## src/rtl/pipelined_ripple_adder.sv

```systemverilog
// Pipelined WIDTH-bit add/subtract built from CHUNK-bit ripple slices, one register stage per slice.
// Latency STAGES cycles; a single global advance stalls every stage when the held result is not taken.
module pipelined_ripple_adder #(
    parameter int WIDTH = 16,
    parameter int CHUNK = 4
) (
    input  logic             clk,
    input  logic             rst,
    input  logic             in_valid,
    output logic             in_ready,
    input  logic [WIDTH-1:0] a,
    input  logic [WIDTH-1:0] b,
    input  logic             cin,
    input  logic             sub,
    output logic             out_valid,
    input  logic             out_ready,
    output logic [WIDTH-1:0] sum,
    output logic             cout,
    output logic             ovf
);

    localparam int STAGES = WIDTH / CHUNK;

    logic              adv;
    logic [STAGES-1:0] vld_q, vld_d;
    logic [STAGES-1:0] cry_q, cry_d;
    logic [WIDTH-1:0]  opa_q [STAGES];
    logic [WIDTH-1:0]  opa_d [STAGES];
    logic [WIDTH-1:0]  opb_q [STAGES];
    logic [WIDTH-1:0]  opb_d [STAGES];
    logic [WIDTH-1:0]  sum_q [STAGES];
    logic [WIDTH-1:0]  sum_d [STAGES];
    logic              ovf_q, ovf_d;

    // Inputs seen by each stage: stage 0 takes the fresh operands, stage k the registers of k-1.
    logic [STAGES-1:0] src_vld;
    logic [STAGES-1:0] src_cry;
    logic [WIDTH-1:0]  src_a   [STAGES];
    logic [WIDTH-1:0]  src_b   [STAGES];
    logic [WIDTH-1:0]  src_sum [STAGES];

    always_comb begin : src_sel
        src_vld    = '0;
        src_cry    = '0;
        src_vld[0] = in_valid;
        src_a[0]   = a;
        src_b[0]   = sub ? ~b : b;
        src_cry[0] = sub | cin;
        src_sum[0] = '0;
        for (int k = 1; k < STAGES; k++) begin
            src_vld[k] = vld_q[k-1];
            src_cry[k] = cry_q[k-1];
            src_a[k]   = opa_q[k-1];
            src_b[k]   = opb_q[k-1];
            src_sum[k] = sum_q[k-1];
        end
    end

    always_comb begin : stage_math
        logic [CHUNK:0] add;
        add   = '0;
        adv   = ~vld_q[STAGES-1] | out_ready;
        vld_d = vld_q;
        cry_d = cry_q;
        ovf_d = ovf_q;
        for (int k = 0; k < STAGES; k++) begin
            opa_d[k] = opa_q[k];
            opb_d[k] = opb_q[k];
            sum_d[k] = sum_q[k];
        end
        if (adv) begin
            for (int k = 0; k < STAGES; k++) begin
                add = {1'b0, src_a[k][k*CHUNK +: CHUNK]}
                    + {1'b0, src_b[k][k*CHUNK +: CHUNK]}
                    + {{CHUNK{1'b0}}, src_cry[k]};
                vld_d[k]                   = src_vld[k];
                opa_d[k]                   = src_a[k];
                opb_d[k]                   = src_b[k];
                sum_d[k]                   = src_sum[k];
                sum_d[k][k*CHUNK +: CHUNK] = add[CHUNK-1:0];
                cry_d[k]                   = add[CHUNK];
            end
            // a^b^sum at the MSB recovers the carry into the MSB.
            ovf_d = src_a[STAGES-1][WIDTH-1] ^ src_b[STAGES-1][WIDTH-1]
                  ^ sum_d[STAGES-1][WIDTH-1] ^ cry_d[STAGES-1];
        end
    end

    always_ff @(posedge clk or posedge rst) begin
        if (rst) begin
            vld_q <= '0;
            cry_q <= '0;
            ovf_q <= 1'b0;
            for (int k = 0; k < STAGES; k++) begin
                opa_q[k] <= '0;
                opb_q[k] <= '0;
                sum_q[k] <= '0;
            end
        end else begin
            vld_q <= vld_d;
            cry_q <= cry_d;
            ovf_q <= ovf_d;
            for (int k = 0; k < STAGES; k++) begin
                opa_q[k] <= opa_d[k];
                opb_q[k] <= opb_d[k];
                sum_q[k] <= sum_d[k];
            end
        end
    end

    assign in_ready  = adv;
    assign out_valid = vld_q[STAGES-1];
    assign sum       = sum_q[STAGES-1];
    assign cout      = cry_q[STAGES-1];
    assign ovf       = ovf_q;

endmodule

```

## config.mk

```make
export PLATFORM = sky130hd
export DESIGN_NAME = pipelined_ripple_adder
export DESIGN_NICKNAME = d
export VERILOG_FILES = /design/src/rtl/pipelined_ripple_adder.sv
export SDC_FILE = /design/constraint.sdc
export NUM_CORES = 1
export LEC_CHECK = 0
export ABC_AREA = 1
export BUFFER_PORTS_ARGS = -buffer_cell sky130_fd_sc_hd__buf_2
export CORE_ASPECT_RATIO = 0.9
export CORE_MARGIN = 2
export CORE_UTILIZATION = 62
export DETAILED_ROUTE_END_ITERATION = 12
export GPL_TIMING_DRIVEN = 1
export MAX_ROUTING_LAYER = met4
export PLACE_DENSITY = 0.85
export REMOVE_ABC_BUFFERS = 1
export SLEW_MARGIN = 20
export SYNTH_ARGS = -nofsm -noshare
export SYNTH_HDL_FRONTEND = slang
export SYNTH_SLANG_ARGS = --single-unit
```

## constraint.sdc

```tcl
create_clock -name clk -period 11.65 [get_ports clk]
set_clock_uncertainty 0.2 [all_clocks]
set_input_delay 3.495 -clock clk [delete_from_list [all_inputs] [get_ports clk]]
set_output_delay 3.495 -clock clk [all_outputs]
set_load 0.005 [all_outputs]
```

Word level (Yosys, flattened, before mapping):

Cells that the tools add are included.

* multiplexer cells: 1
* bitwise operators: 7
* add/sub/neg operators: 8

Operators with widths (number)
* 4-bit by 4-bit adder with 5-bit output: 4
* 5-bit by 1-bit adder with 5-bit output: 4
* 16-bit 2-to-1 mux: 1
* 16-bit NOT: 1
* 1-bit bitwise XOR: 3
* 1-bit OR: 2
* 1-bit NOT: 1

* output and inout port bits: 20
* input bits: 38
* logic and storage cells: 29
* flip-flop bits (word level): 145

Logic depth before layout (Yosys ltp):

* depth after elaboration: 4
* mapped depth: 10
* gate-level depth less buffers: 8

Worst setup path before layout:

Ideal clock, no wire load.

* path type: input-to-output
* start: in out_ready
* end: out in_ready
* stages: 4
* setup slack: 4.037 ns
* data arrival time: 3.918 ns
* required time: 7.955 ns
* path buffers: 2
* cell sequence: nor2_4 > inv_2 > buf_6 > buf_6

* cells in the longest elaborated chain, start to end: 1

RTL lines
* start, declared: RTL line 16 `input logic out_ready,`
* 1-bit OR: RTL line 62 `adv = ~vld_q[STAGES-1] | out_ready;`
* end, declared: RTL line 10 `output logic in_ready,`

No other way between the ends.

Worst setup path after layout:

Ends and elaborated chain as after synthesis.

==> flow_summary.yaml <==
status:
  status: "completed"
worst_setup_path:
  reg2regPathDepth: 7
  crit_path_max_fanout: 111
  crit_type: "input pin to output pin"
  r2r-end: "opa_q[63]"
  crit-reg2reg-launch: "vld_q[3]"
  reg2reg_slack_ns: 9.30
  required_ns: 7.96
  cp.arrival_ns: 4.70
  cp-start-kind: "input pin"
  setup.worst_path.end_class: "output pin"
place:
  place_area_um2: 4650
  hpwl_mm: 4.92
  gp_congestion: 0.828
  dp_worst_setup_slack_ns: 3.28
  io_buffers: 57
clock_network:
  cts_tree: "yes"
  clock-sinks: 97
  postCtsResizedCells: 0
  cts-root-buf: "clkbuf_8"
  cts_hold_buf: 0
  htree_levels: 3
  clock_latency_ns: 0.36
  post-cts-setup-buffers: 0
  cts.path.max_buffers: 2
  cts_buffers: 9
  clk_pin_slew_ns: 0.09
power_and_ir_drop:
  p_leak_nw: 2.55
  vdd_drop_max_mv: 0.206
  power_density_nw_per_um2: 250
  finalPower_mw: 1.20
floorplanning:
  io_pins: 58
  die_w_um: 93.0
  num_rows: 29
  die_h_um: 84.1
  initial_core_util_pct: 63.5
  dieArea_um2: 7830
  coreArea_um2: 6970
synthesis:
  ys_warn_count: 0
  synth_top_area_share_pct: 54.9
  yosysTopAreaCell: "dfrtp_1"
  synth-edff-count: 0
  ys.flop_type: "dfrtp_1"
  synth-async-reset-ratio_pct: 100
  yosys.cell_count.top_type: "nand2_1"
  synthesis.area_um2: 4420
  synth-seq-cells: 97
  ys_types: 21
  synth.area.top_cells: "dfrtp_1, nand2_1, o21ai_0"
  synth_cells: 481
  syn_area_per_cell_um2: 9.20
  netlist_top_cells_count: "nand2_1, dfrtp_1, o21ai_0"
  ys_seq_area_share_pct: 54.9
drt:
  routedWlPerCell_um: 12.0
  via_count: 3104
  via_per_inst: 4.95
  postRouteAntennaNets: 0
  wl_mm: 7.55
  drc: 0
  drt_iter0_drc: 169
  drtPass1Iterations: 4
timing:
  period_needed_ns: 8.39
  min_period_over_period_pct: 72.0
  fin_tns_setup_ns: 0
  drv_slew: 0
  worst_pin_slew_ns: 0.996
  setup_viol: 0
  fin_ws_ns: 3.26
  hold_viol_final: 0
  rsz0062_at_grt: "no"
  fmax_mhz: 119
  slew_headroom_pct: 33.6
hold_path:
  hold_start: "vld_q[2]"
  whs_path_depth: 2
  holdCritPathClass: "flip-flop to flip-flop"
  whs_endpoint: "vld_q[3]"
grt:
  grt.total_usage_pct: 22.2
  antenna_found_initial: 0
  overflow: 0
  grt_pass1_wl_mm: 13.4
  grt_max_degree: 112
  grt_pass1_vias: 3206
layout:
  finish.instance_area_um2: 4820
  layout-drive-gt1-share_pct: 16.3
  fillCellCount: 553
  diodes: 0
  area_growth_pct: 8.96
  nets: 587
flow_run:
  maxCapViolations: 0
## report_power, final
| group | total (mW) | internal [mW] | leakage (nW) | switching [mW] |
|---|---|---|---|---|
| clock network | 0.194 | 0.0828 | 0.0891 | 0.111 |
| registers | 0.566 | 0.485 | 1.17 | 0.0808 |
| logic | 0.444 | 0.178 | 1.29 | 0.266 |
## critical path, cell delays in order
cell,delay (ns)
buf_2,0.11
nor2_4,0.08
buf_4,0.73
inv_2,0.06
buf_2,0.16
## how the worst max path moves through the flow
stage / start / endpoint / depth (start not counted)
CTS: out_ready / in_ready / 5
detailed placement: out_ready / in_ready / 5
global placement: out_ready / in_ready / 5
finish: out_ready / in_ready / 5
floorplan: out_ready / in_ready / 2
global route: out_ready / in_ready / 5
## cells in the final DEF, fill, tap and decap left out
cell type and count:
xnor2_1 12, clkbuf_1 1, inv_1 24, o21ai_0 38, nor2_4 1, inv_4 1
buf_2 57, nor2_1 13, ha_1 12, inv_2 1, dfrtp_1 97, clkinv_2 3
clkinv_4 1, or2_2 3, nand2_1 216, clkinvlp_4 1, xor2_1 5, fa_1 8
nand3_1 13, clkbuf_8 10, o21ai_2 6, o21ai_1 2, a21oi_1 6, buf_4 3
## layer usage
layer / GRT usage (%) / share of wire (%) / up-vias
met3: 5.12 / 4.0 / 6
met1: 25.8 / 45 / 1454
met5: - / 0 / -
li1: - / - / 1585
met2: 38.2 / 50 / 59
met4: 7.22 / 0.93 / 0
## cells by family (layout without fill, tap and decap cells)
| logic type | count (synthesis) | count (layout) | synth area share (%) |
|---|---|---|---|
| AO/OA/AOI/OAI | 52 | 52 | 6.39 |
| AND/OR/NAND/NOR | 246 | 246 | 21.6 |
| flip-flops | 97 | 97 | 54.9 |
| buffers and inverters | 49 | 102 | 6.79 |
| XOR/XNOR | 17 | 17 | 3.37 |
| adder cells (fa/ha/maj) | 20 | 20 | 7.01 |
## state kept, by name, indices dropped and copies added, names as in the netlist
register and flops:
src_sum 24, cry_q 4, opb_q 24, sum 16, ovf 1, opa_q 24
vld_q 4
## per-stage QoR
stage	instances	hold slack [ns]	utilization, %
finish	627	0.258	69.2
CTS	627	0.257	69.2
global route	627	0.290	69.2
detailed placement	611	0.232	66.7
global placement	611	0.233	66.7
floorplan	458	0.220	-
## cell type report
cell class                      count  area (um2)  share of cell area [%]
Inverter                           26         100                    2.08
Multi-Input combinational cell    335        1700                    35.2
Clock buffer                       11         141                    2.93
Sequential cell                    97        2430                    50.4
Tap cell                           93         116                    2.41
Timing Repair Buffer               60         308                    6.38
Clock inverter                      5        31.3                   0.649
Note: power is estimated with default switching activity, not from simulation.
